==> config.mk <==
export PLATFORM = sky130hd
export DESIGN_NAME = mkio_rt_dispatch
export DESIGN_NICKNAME = d
export VERILOG_FILES = /design/src/rtl/mkio_pkg.sv /design/src/rtl/mkio_tx_mux.sv /design/src/rtl/mkio_rt_dispatch.sv
export SDC_FILE = /design/constraint.sdc
export NUM_CORES = 1
export LEC_CHECK = 0
export CORE_UTILIZATION = 40
export DETAILED_ROUTE_END_ITERATION = 8
export PLACE_DENSITY = 0.86
export SLEW_MARGIN = 20
export SYNTH_ARGS = -nofsm -noshare
export SYNTH_HDL_FRONTEND = slang
export SYNTH_SLANG_ARGS = --single-unit
==> constraint.sdc <==
create_clock -name clk -period 4.2 [get_ports clk]
set_clock_uncertainty 0.15 [all_clocks]
set_input_delay 0.84 -clock clk [delete_from_list [all_inputs] [get_ports clk]]
set_output_delay 0.84 -clock clk [all_outputs]
set_load 0.03 [all_outputs]
==> src/rtl/mkio_pkg.sv <==
// Shared types and constants for the MKIO remote-terminal front end.
// Contents: command-word layout, dispatcher state encoding, reserved address/subaddress codes.
// No ports; imported by mkio_rt_dispatch and mkio_tx_mux.
package mkio_pkg;

  // Command word as it appears on the channel, MSB first.
  typedef struct packed {
    logic [4:0] addr;
    logic       tr;
    logic [4:0] sa;
    logic [4:0] ncom;
  } mkio_cw_t;

  // Explicit encoding keeps the state register readable in legacy dumps.
  typedef enum logic [2:0] {
    ST_IDLE      = 3'd0,
    ST_DECODE    = 3'd1,
    ST_WAIT_BUSY = 3'd2,
    ST_ACTIVE    = 3'd3,
    ST_DRAIN     = 3'd4
  } dispatch_state_t;

  localparam logic [4:0] MKIO_BCAST_ADDR = 5'd31;
  localparam logic [4:0] MKIO_SA_MODE0   = 5'd0;
  localparam logic [4:0] MKIO_SA_MODE31  = 5'd31;

endpackage

==> src/rtl/mkio_tx_mux.sv <==
// Purpose: routes the granted device's tx word/sync/strobe to the shared channel encoder.
// Latency: combinational; zero cycles from grant/dev_tx_* to tx_*.
// Backpressure: none; strobes from ungranted devices are dropped, all-zero output when grant==0.
// Ports: grant_i (one-hot owner), dev_tx_{data,cd,ready}_i (per device), tx_{data,cd,ready}_o.
module mkio_tx_mux
  import mkio_pkg::*;
#(
  parameter int N_DEV = 4
) (
  input  logic [N_DEV-1:0]    grant_i,
  input  logic [16*N_DEV-1:0] dev_tx_data_i,
  input  logic [N_DEV-1:0]    dev_tx_cd_i,
  input  logic [N_DEV-1:0]    dev_tx_ready_i,
  output logic [15:0]         tx_data_o,
  output logic                tx_cd_o,
  output logic                tx_ready_o
);

  // AND-OR mux: grant is one-hot or zero, so at most one term contributes.
  always_comb begin
    tx_data_o  = '0;
    tx_cd_o    = 1'b0;
    tx_ready_o = 1'b0;
    for (int i = 0; i < N_DEV; i++) begin
      if (grant_i[i]) begin
        tx_data_o  = tx_data_o | dev_tx_data_i[16*i +: 16];
        tx_cd_o    = tx_cd_o | dev_tx_cd_i[i];
        tx_ready_o = tx_ready_o | dev_tx_ready_i[i];
      end
    end
  end

endmodule

==> src/rtl/mkio_rt_dispatch.sv <==
// Purpose: MKIO remote-terminal dispatcher; decodes command words, starts the addressed
//          subaddress device and grants it the shared transmitter (never for broadcasts).
// Latency: accepted CW to dev_start is 2 cycles; grant follows dev_busy by 1 cycle.
// Backpressure: none on rx; a new accepted CW preempts the current transaction at once.
// Ports: clk, reset (async, active-high); rx_valid/rx_cd/rx_data from decoder; cmd_word,
//        dev_start to devices; dev_busy, dev_tx_* from devices; tx_* to encoder, tx_busy
//        from encoder; grant; err_unmapped/err_nostart/err_wdog 1-cycle error pulses.
// Build option: define MKIO_WATCHDOG_EN to bound the ACTIVE phase to WDOG_CYC cycles.
module mkio_rt_dispatch
  import mkio_pkg::*;
#(
  parameter logic [4:0]  RT_ADDRESS = 5'd1,
  parameter int          N_DEV      = 4,
  parameter int          BUSY_WAIT  = 4,
  parameter logic [15:0] WDOG_CYC   = 16'd4000
) (
  input  logic                clk,
  input  logic                reset,
  input  logic                rx_valid,
  input  logic                rx_cd,
  input  logic [15:0]         rx_data,
  output logic [15:0]         cmd_word,
  output logic [N_DEV-1:0]    dev_start,
  input  logic [N_DEV-1:0]    dev_busy,
  input  logic [16*N_DEV-1:0] dev_tx_data,
  input  logic [N_DEV-1:0]    dev_tx_cd,
  input  logic [N_DEV-1:0]    dev_tx_ready,
  output logic [15:0]         tx_data,
  output logic                tx_cd,
  output logic                tx_ready,
  input  logic                tx_busy,
  output logic [N_DEV-1:0]    grant,
  output logic                err_unmapped,
  output logic                err_nostart,
  output logic                err_wdog
);

  localparam int BW_W = $clog2(BUSY_WAIT + 1);

  dispatch_state_t  state_q, state_d;
  mkio_cw_t         cw_q, cw_d;
  logic             bcast_q, bcast_d;
  logic [N_DEV-1:0] sel_q, sel_d;
  logic [N_DEV-1:0] grant_q, grant_d;
  logic [N_DEV-1:0] start_q, start_d;
  logic [BW_W-1:0]  bw_cnt_q, bw_cnt_d;
  logic             unmapped_q, unmapped_d;
  logic             nostart_q, nostart_d;
`ifdef MKIO_WATCHDOG_EN
  logic [15:0]      wdog_q, wdog_d;
  logic             wdog_err_q, wdog_err_d;
`endif

  mkio_cw_t         rx_cw;
  logic             cw_accept;
  logic             preempt;
  logic             busy_sel;
  logic             sa_mapped;
  logic [N_DEV-1:0] sa_onehot;

  assign rx_cw     = mkio_cw_t'(rx_data);
  assign cw_accept = rx_valid & rx_cd &
                     ((rx_cw.addr == RT_ADDRESS) | (rx_cw.addr == MKIO_BCAST_ADDR));
  // DECODE is deliberately excluded: a CW arriving there is dropped.
  assign preempt   = cw_accept & ((state_q == ST_WAIT_BUSY) | (state_q == ST_ACTIVE) |
                                  (state_q == ST_DRAIN));
  assign busy_sel  = |(dev_busy & sel_q);

  // Subaddress i+1 selects device i; mode codes 0/31 and SAs above N_DEV match nothing.
  always_comb begin
    sa_onehot = '0;
    for (int i = 0; i < N_DEV; i++) begin
      if (cw_q.sa == 5'(i + 1)) sa_onehot[i] = 1'b1;
    end
  end
  assign sa_mapped = (cw_q.sa != MKIO_SA_MODE0) & (cw_q.sa != MKIO_SA_MODE31) & (|sa_onehot);

  always_comb begin
    state_d    = state_q;
    cw_d       = cw_q;
    bcast_d    = bcast_q;
    sel_d      = sel_q;
    grant_d    = grant_q;
    start_d    = '0;
    bw_cnt_d   = bw_cnt_q;
    unmapped_d = 1'b0;
    nostart_d  = 1'b0;
`ifdef MKIO_WATCHDOG_EN
    wdog_d     = wdog_q;
    wdog_err_d = 1'b0;
`endif
    if ((state_q == ST_IDLE && cw_accept) || preempt) begin
      cw_d    = rx_cw;
      bcast_d = (rx_cw.addr == MKIO_BCAST_ADDR);
      grant_d = '0;
      state_d = ST_DECODE;
    end else begin
      case (state_q)
        ST_DECODE: begin
          if (sa_mapped) begin
            start_d  = sa_onehot;
            sel_d    = sa_onehot;
            bw_cnt_d = '0;
            state_d  = ST_WAIT_BUSY;
          end else begin
            unmapped_d = 1'b1;
            state_d    = ST_IDLE;
          end
        end
        ST_WAIT_BUSY: begin
          if (busy_sel) begin
            grant_d = bcast_q ? '0 : sel_q;
`ifdef MKIO_WATCHDOG_EN
            wdog_d  = 16'd0;
`endif
            state_d = ST_ACTIVE;
          end else if (bw_cnt_q == BW_W'(BUSY_WAIT - 1)) begin
            nostart_d = 1'b1;
            state_d   = ST_IDLE;
          end else begin
            bw_cnt_d = bw_cnt_q + 1'b1;
          end
        end
        ST_ACTIVE: begin
          if (!busy_sel) begin
            state_d = ST_DRAIN;
          end
`ifdef MKIO_WATCHDOG_EN
          else if (wdog_q == WDOG_CYC - 16'd1) begin
            wdog_err_d = 1'b1;
            grant_d    = '0;
            state_d    = ST_IDLE;
          end else begin
            wdog_d = wdog_q + 16'd1;
          end
`endif
        end
        ST_DRAIN: begin
          // Hold ownership until the encoder has shifted out the last word.
          if (!tx_busy) begin
            grant_d = '0;
            state_d = ST_IDLE;
          end
        end
        default: state_d = ST_IDLE;
      endcase
    end
  end

  always_ff @(posedge clk or posedge reset) begin
    if (reset) begin
      state_q    <= ST_IDLE;
      cw_q       <= '0;
      bcast_q    <= 1'b0;
      sel_q      <= '0;
      grant_q    <= '0;
      start_q    <= '0;
      bw_cnt_q   <= '0;
      unmapped_q <= 1'b0;
      nostart_q  <= 1'b0;
    end else begin
      state_q    <= state_d;
      cw_q       <= cw_d;
      bcast_q    <= bcast_d;
      sel_q      <= sel_d;
      grant_q    <= grant_d;
      start_q    <= start_d;
      bw_cnt_q   <= bw_cnt_d;
      unmapped_q <= unmapped_d;
      nostart_q  <= nostart_d;
    end
  end

`ifdef MKIO_WATCHDOG_EN
  always_ff @(posedge clk or posedge reset) begin
    if (reset) begin
      wdog_q     <= '0;
      wdog_err_q <= 1'b0;
    end else begin
      wdog_q     <= wdog_d;
      wdog_err_q <= wdog_err_d;
    end
  end
  assign err_wdog = wdog_err_q;
`else
  assign err_wdog = 1'b0;
`endif

  // A preempting CW must cut the old owner off the encoder in its own cycle,
  // before grant_q is cleared on the next edge.
  assign grant        = grant_q & ~{N_DEV{preempt}};
  assign cmd_word     = cw_q;
  assign dev_start    = start_q;
  assign err_unmapped = unmapped_q;
  assign err_nostart  = nostart_q;

  mkio_tx_mux #(
    .N_DEV (N_DEV)
  ) u_tx_mux (
    .grant_i        (grant),
    .dev_tx_data_i  (dev_tx_data),
    .dev_tx_cd_i    (dev_tx_cd),
    .dev_tx_ready_i (dev_tx_ready),
    .tx_data_o      (tx_data),
    .tx_cd_o        (tx_cd),
    .tx_ready_o     (tx_ready)
  );

endmodule

=== Word-level counts from Yosys, hierarchy flattened ===
Cells that the tools add are included.

* Register bits: 37
* Input bits: 97
* Output and inout bits: 45
* Logic and storage cells: 107

* $add $sub $neg: 1
* Equal/unequal tests: 19
* Mux-type cells: 42
* Bitwise gates (word level): 21
* Reduce and logical (&&, ||, !) cells: 12

{| class="wikitable"
|+ Operators by type and width
! kind !! number
|-
| 16-bit 2-to-1 mux || 4
|-
| 16-bit bitwise OR || 3
|-
| 4-bit 2-to-1 mux || 7
|-
| 3-bit 2-to-1 mux || 8
|-
| 1-bit 2-to-1 mux || 19
|-
| 3-bit one-hot mux with 4 select lines || 1
|-
| 5-bit by 1-bit == test with 1-bit output (second input constant) || 2
|-
| 5-bit by 2-bit == test with 1-bit output (second input constant) || 2
|-
| 3-bit by 2-bit == test with 1-bit output (second input constant) || 3
|-
| 3-bit by 2-bit != test with 1-bit output (second input constant) || 3
|-
| 1-bit bitwise OR || 9
|-
| 3-bit AND reduction || 3
|-
| 4-bit AND || 2
|-
| 4-bit one-hot mux with 2 select lines || 1
|-
| 4-bit OR reduction || 2
|-
| 2-bit != test (second input constant) || 3
|-
| 3-bit one-hot mux with 2 select lines || 1
|-
| 1-bit AND || 5
|-
| 5-bit by 3-bit == test with 1-bit output (second input constant) || 1
|-
| 5-bit == test (second input constant) || 1
|-
| 5-bit != test (second input constant) || 1
|-
| 5-bit AND reduction || 1
|-
| 5-bit nonzero test || 1
|-
| 4-bit by 2-bit != test with 1-bit output (second input constant) || 1
|-
| other kinds (11) || 11
|}

=== Logic depth before layout (Yosys ltp) ===
* Depth in word-level cells: 13
* Gate-level depth with buffers: 6
* Gate-level depth less buffers: 5

=== Modules after synthesis ===
From an unflattened synthesis, not the netlist that was laid out.

* Cells, all modules: 237
* Area, all modules: 2248.4 um^2

{| class="wikitable"
|+ By module, submodules not included
! module !! instances !! cells each !! area each (um^2) !! sequential area each (um^2)
|-
| mkio_rt_dispatch || 1 || 175 || 1752.9 || 925.9
|-
| mkio_tx_mux || 1 || 62 || 495.5 || 0.0
|}

=== Worst setup path after synthesis ===
OpenSTA, ideal clock, no wires.

* Path kind: input -> output
* Start point: input port rx_data[12]
* End point: output port tx_cd
* Arrival time: 2.150 ns
* Required time: 3.210 ns
* Setup slack: 1.060 ns
* Cell stages on the path: 6
* Buffers on the path: 2
* Path through: nor4_2 > o221ai_2 > buf_2 > buf_2 > nand3_1 > nand4_1

* Longest elaborated chain between the ends: 13
* Elaborated cells between the ends (all ways): 14
* Those cells by class: 2 x eq/ne; 4 x mux; 8 x bitwise

{| class="wikitable"
|+ RTL lines
! what !! RTL line !! text
|-
| from (decl) || mkio_rt_dispatch.sv:21 || <nowiki>input logic [15:0] rx_data,</nowiki>
|-
| 5-bit by 1-bit == test with 1-bit output or 5-bit == test (tied branches) || mkio_rt_dispatch.sv:63 || <nowiki>((rx_cw.addr == RT_ADDRESS) | (rx_cw.addr == MKIO_BCAST_ADDR));</nowiki>
|-
| 1-bit bitwise OR * || mkio_rt_dispatch.sv:63 ||
|-
| 1-bit AND * || mkio_rt_dispatch.sv:62 || <nowiki>assign cw_accept = rx_valid & rx_cd &</nowiki>
|-
| 1-bit AND * || mkio_rt_dispatch.sv:65 || <nowiki>assign preempt = cw_accept & ((state_q == ST_WAIT_BUSY) | (state_q == ST_ACTIVE) |</nowiki>
|-
| 4-bit NOT * || mkio_rt_dispatch.sv:191 || <nowiki>assign grant = grant_q & ~{N_DEV{preempt}};</nowiki>
|-
| 4-bit AND * || mkio_rt_dispatch.sv:191 ||
|-
| 1-bit 2-to-1 mux || mkio_tx_mux.sv:25 || <nowiki>if (grant_i[i]) begin</nowiki>
|-
| 1-bit bitwise OR || mkio_tx_mux.sv:27 || <nowiki>tx_cd_o = tx_cd_o | dev_tx_cd_i[i];</nowiki>
|-
| 1-bit 2-to-1 mux || mkio_tx_mux.sv:25 ||
|-
| 1-bit bitwise OR || mkio_tx_mux.sv:27 ||
|-
| 1-bit 2-to-1 mux || mkio_tx_mux.sv:25 ||
|-
| 1-bit bitwise OR || mkio_tx_mux.sv:27 ||
|-
| 1-bit 2-to-1 mux * || mkio_tx_mux.sv:25 ||
|-
| to (decl) || mkio_rt_dispatch.sv:29 || <nowiki>output logic tx_cd,</nowiki>
|}

Mark *: on every way between the ends. The rest lies on a longest branch, timed or not.

=== Worst setup path after layout ===
* Start point: input port rx_data[15]
* End point: output port tx_data[15]

* Longest elaborated chain between the ends: 13
* Elaborated cells between the ends (all ways): 14
* Those cells by class: 2 x eq/ne; 4 x mux; 8 x bitwise

{| class="wikitable"
|+ RTL lines
! what !! RTL line !! text
|-
| 5-bit by 1-bit == test with 1-bit output or 5-bit == test (tied branches) || mkio_rt_dispatch.sv:63 ||
|-
| 1-bit bitwise OR * || mkio_rt_dispatch.sv:63 ||
|-
| 1-bit AND * || mkio_rt_dispatch.sv:62 ||
|-
| 1-bit AND * || mkio_rt_dispatch.sv:65 ||
|-
| 4-bit NOT * || mkio_rt_dispatch.sv:191 ||
|-
| 4-bit AND * || mkio_rt_dispatch.sv:191 ||
|-
| 16-bit 2-to-1 mux || mkio_tx_mux.sv:25 ||
|-
| 16-bit bitwise OR || mkio_tx_mux.sv:26 || <nowiki>tx_data_o = tx_data_o | dev_tx_data_i[16*i +: 16];</nowiki>
|-
| 16-bit 2-to-1 mux || mkio_tx_mux.sv:25 ||
|-
| 16-bit bitwise OR || mkio_tx_mux.sv:26 ||
|-
| 16-bit 2-to-1 mux || mkio_tx_mux.sv:25 ||
|-
| 16-bit bitwise OR || mkio_tx_mux.sv:26 ||
|-
| 16-bit 2-to-1 mux * || mkio_tx_mux.sv:25 ||
|-
| to (decl) || mkio_rt_dispatch.sv:28 || <nowiki>output logic [15:0] tx_data,</nowiki>
|}

Marks and branches as above.

==> qor.csv <==
stage;metric;value;unit
global_routing;sum of overflow across all layers after global routing;0;
sta;achievable frequency;254;MHz
clocking;buffer depth of the longest clock path;2;
sta;Least-Margin Pin Slew;0.704;ns
synthesis;count of distinct cell types in the synthesized netlist;49;
setup_path;sum of buffers and inverters on the critical path;3;
drt;Detail Route Antenna Nets;0;
layout;Layout Cell Area excl Fill;3780;um2
setup_path;Worst setup EP type;primary output;
place;post-detailed-placement cell area;3690;um2
sta;Worst Hold Slack;0.328;ns
drt;total length of routed wires;6890;um
clocking;CTS H-tree lvls;2;
synthesis;post-synthesis net count;354;
place;RD Place Congestion;0.828;
layout;fraction of layout instances using a drive strength above 1;0.140;
synthesis;Area contributors post-synth;sky130_fd_sc_hd__dfrtp_1 41%, sky130_fd_sc_hd__nand3_1 17%, sky130_fd_sc_hd__mux2_2 5.5%;
setup_path;kind of cell adding the most delay to the critical path;buffers and inverters;
synthesis;total standard cell area after synthesis;2270;um2
synthesis;Post-synth EDFFs;0;
sta;Final setup viols;0;
clocking;count of hold buffers inserted by post-cts repair;0;
setup_path;delay of the slowest cell on the worst path;0.67;ns
layout;Final #Nets;484;
synthesis;most area-hungry cell type in the Yosys netlist;sky130_fd_sc_hd__dfrtp_1;
clocking;register clock-pin slew on the reported worst setup and hold paths;0.07;ns
clocking;clock latency reported for the late side of the worst-skew pair;0.29;ns
place;final HPWL from detailed placement;5120;um
synthesis;fraction of registers with async set or reset after synthesis;1.00;
setup_path;Critical Path, Cell by Cell;clkdlybuf4s50_1 > and4_1 > o221ai_4 > buf_12 > nand3_1 > nand4_1 > clkdlybuf4s50_1;
setup_path;critical path launch point type;input port;
sta;worst slew margin relative to its limit;0.531;
sta;setup repair after global routing missed its margin;false;
clocking;post-CTS setup buffers;0;
status;result of the run;finished, final reports clean;
global_routing;number of antenna violations at the first check in global routing;0;
synthesis;cell count after synthesis;255;
flow_run;Max-Cap Viols;0;
sta;count of endpoints failing hold in the final timing report;0;
sta;fraction of the cycle the final worst path needs;0.937;
synthesis;sequential fraction of the synthesis area;0.408;
clocking;total clock buffers created by CTS;5;
sta;shortest period the worst path allows;3.94;ns
synthesis;Post-Syn Area per Cell;8.91;um2
setup_path;most common cell type on the critical path;sky130_fd_sc_hd__clkdlybuf4s50_1;
pwr;Peak VDD IR;0.000267;V
drt;number of DRC markers after the initial detailed-route iteration;83;
floorplan;Die Span Y;77.3;um
floorplan;Core ar.;5470;um2
synthesis;share of the synthesized area in the top cell type;0.408;
clocking;clock tree from TritonCTS;built;
drt;number of vias per cell after detailed routing;5.48;
layout;total inserted antenna cells;0;
place;number of port buffers;140;
floorplan;I/O Pins;142;
pwr;Design Power;982;uW
global_routing;total global routing track utilization;0.230;
setup_path;critical path required time;3.21;ns
sta;fin. max-slew vios;0;
synthesis;Ys Warns;0;
sta;Post-Route Setup TNS;0;ns
floorplan;row count;27;
floorplan;overall die area;5980;um2
floorplan;initial core utilization;0.415;
drt;residual DRC count;0;
synthesis;number of register bits inferred by synthesis;37;
setup_path;slowest cell on the critical path;sky130_fd_sc_hd__clkdlybuf4s50_1;
drt;TritonRoute pass-1 iters;4;
global_routing;pin count of the biggest net entering global routing;44;
pwr;Power per Cell Area;260;nW/um2
pwr;LEAKAGE;0.00161;uW
floorplan;horizontal extent of the die;77.3;um
clocking;clk root buf;sky130_fd_sc_hd__clkbuf_8;
setup_path;arrival time reported for the critical path endpoint;2.95;ns
drt;wire per inst;15.1;um
global_routing;vias in the first global route;2341;
synthesis;top flip-flop cell by instance count after synthesis;sky130_fd_sc_hd__dfrtp_1;
drt;total via count after detailed routing;2510;
clocking;CTS sink cnt;37;
setup_path;crit-path max FO;43;
clocking;post-cts gate resize count;0;
global_routing;first-pass GRT wire length;11100;um
setup_path;classification of the worst setup path;in -> out;
min_path;Hold Crit Class;reg -> reg;
layout;Area growth syn-to-layout;66.6;%
## layout make-up
cell class / count / area [um2]
timing repair buffer: 146 / 1420
sequential: 37 / 926
inverter: 4 / 15.0
multi-input combinational: 191 / 1240
tap: 72 / 90.1
clock buffer: 5 / 68.8
fill: 438 / 1690
clock inverter: 3 / 21.3
## Yosys cell counts (2+ instances only)
library cell                n
sky130_fd_sc_hd__a21o_2     2
sky130_fd_sc_hd__a21oi_1    2
sky130_fd_sc_hd__a22o_1     4
sky130_fd_sc_hd__and2_1     4
sky130_fd_sc_hd__and3_1     2
sky130_fd_sc_hd__buf_2      8
sky130_fd_sc_hd__clkbuf_1  13
sky130_fd_sc_hd__dfrtp_1   37
sky130_fd_sc_hd__ha_1       2
sky130_fd_sc_hd__inv_1      4
sky130_fd_sc_hd__mux2_2    11
sky130_fd_sc_hd__mux2i_1    5
sky130_fd_sc_hd__nand2_1   17
sky130_fd_sc_hd__nand3_1   78
sky130_fd_sc_hd__nand4_1   18
sky130_fd_sc_hd__nor2_1    11
sky130_fd_sc_hd__nor3_1     2
sky130_fd_sc_hd__o21a_1     2
sky130_fd_sc_hd__o21ai_0    3
## per-stage QoR
| step | setup slack (ns) | utilization | std cells |
|---|---|---|---|
| finish | 0.263 | 0.691 | 458 |
| global route | 0.164 | 0.691 | 458 |
| CTS | 0.264 | 0.691 | 458 |
| detailed placement | 0.273 | 0.675 | 450 |
| global placement | 0.308 | 0.675 | 450 |
| floorplan | 1.06 | - | 255 |
## kinds of logic (layout without fill, tap and decap cells)
logic type,Yosys count,after routing,synth area share
fa+ha+maj,2,2,0.0110
compound gates,23,23,0.0904
simple gates,148,148,0.355
other cells,1,1,0.00165
mux,17,17,0.0832
flops,37,37,0.408
buf+inv,27,158,0.0512
## layout by cell type (no fill, tap or decap), types with 2 or more instances in the layout
cell                                n
sky130_fd_sc_hd__inv_1              4
sky130_fd_sc_hd__and3_1             2
sky130_fd_sc_hd__o21a_1             2
sky130_fd_sc_hd__mux2i_1            5
sky130_fd_sc_hd__clkdlybuf4s50_1  125
sky130_fd_sc_hd__nand4_1           18
sky130_fd_sc_hd__and2_1             4
sky130_fd_sc_hd__a21oi_1            2
sky130_fd_sc_hd__dfrtp_1           37
sky130_fd_sc_hd__nand2_1           17
sky130_fd_sc_hd__a22o_1             4
sky130_fd_sc_hd__clkbuf_8           5
sky130_fd_sc_hd__ha_1               2
sky130_fd_sc_hd__nand3_1           78
sky130_fd_sc_hd__mux2_2            11
sky130_fd_sc_hd__o21ai_0            3
sky130_fd_sc_hd__nor3_1             2
sky130_fd_sc_hd__buf_4             20
sky130_fd_sc_hd__a21o_2             2
sky130_fd_sc_hd__nor2_1            11
## per-layer routing
metal,vias to the layer above,track usage,part of all wire
li1,1201,-,-
met1,1181,0.285,0.42
met2,120,0.403,0.49
met3,8,0.0494,0.079
met4,0,0.0585,0.011
met5,-,0,0
## worst reg2reg max path: stages (launching register included)
cell and delay [ns]:
sky130_fd_sc_hd__dfrtp_1 0.49, sky130_fd_sc_hd__nor3b_4 0.34, sky130_fd_sc_hd__nand4b_2 0.23, sky130_fd_sc_hd__a2111oi_4 0.45
sky130_fd_sc_hd__a22o_1 0.22
## registers in the layout, summed over array words and instances, names as in the netlist
register and flops:
bcast_q 1, err_unmapped 1, err_nostart 1, bw_cnt_q 3, cmd_word 16, grant_q 4, state_q 3, dev_start 4
sel_q 4
## final timing paths
| kind | endpoint | depth (start not counted) | startpoint | slack [ns] |
|---|---|---|---|---|
| min in group asynchronous | cmd_word[2] | 3 | reset | 0.79 |
| worst min register to register | cmd_word[14] | 2 | cmd_word[14] | 0.33 |
| worst min-delay path | cmd_word[14] | 2 | cmd_word[14] | 0.33 |
| worst max-delay path | tx_data[15] | 7 | rx_data[15] | 0.26 |
| worst max register to register | bw_cnt_q[2] | 4 | state_q[0] | 2.25 |
| max in group asynchronous | cmd_word[0] | 3 | reset | 2.79 |
## report_power, final
group	switching, uW	total, uW	internal (uW)
clock	134	252	118
combinational	130	304	175
sequential	33.8	427	393
total	297	982	685
Power figures use the tool's default switching activity.
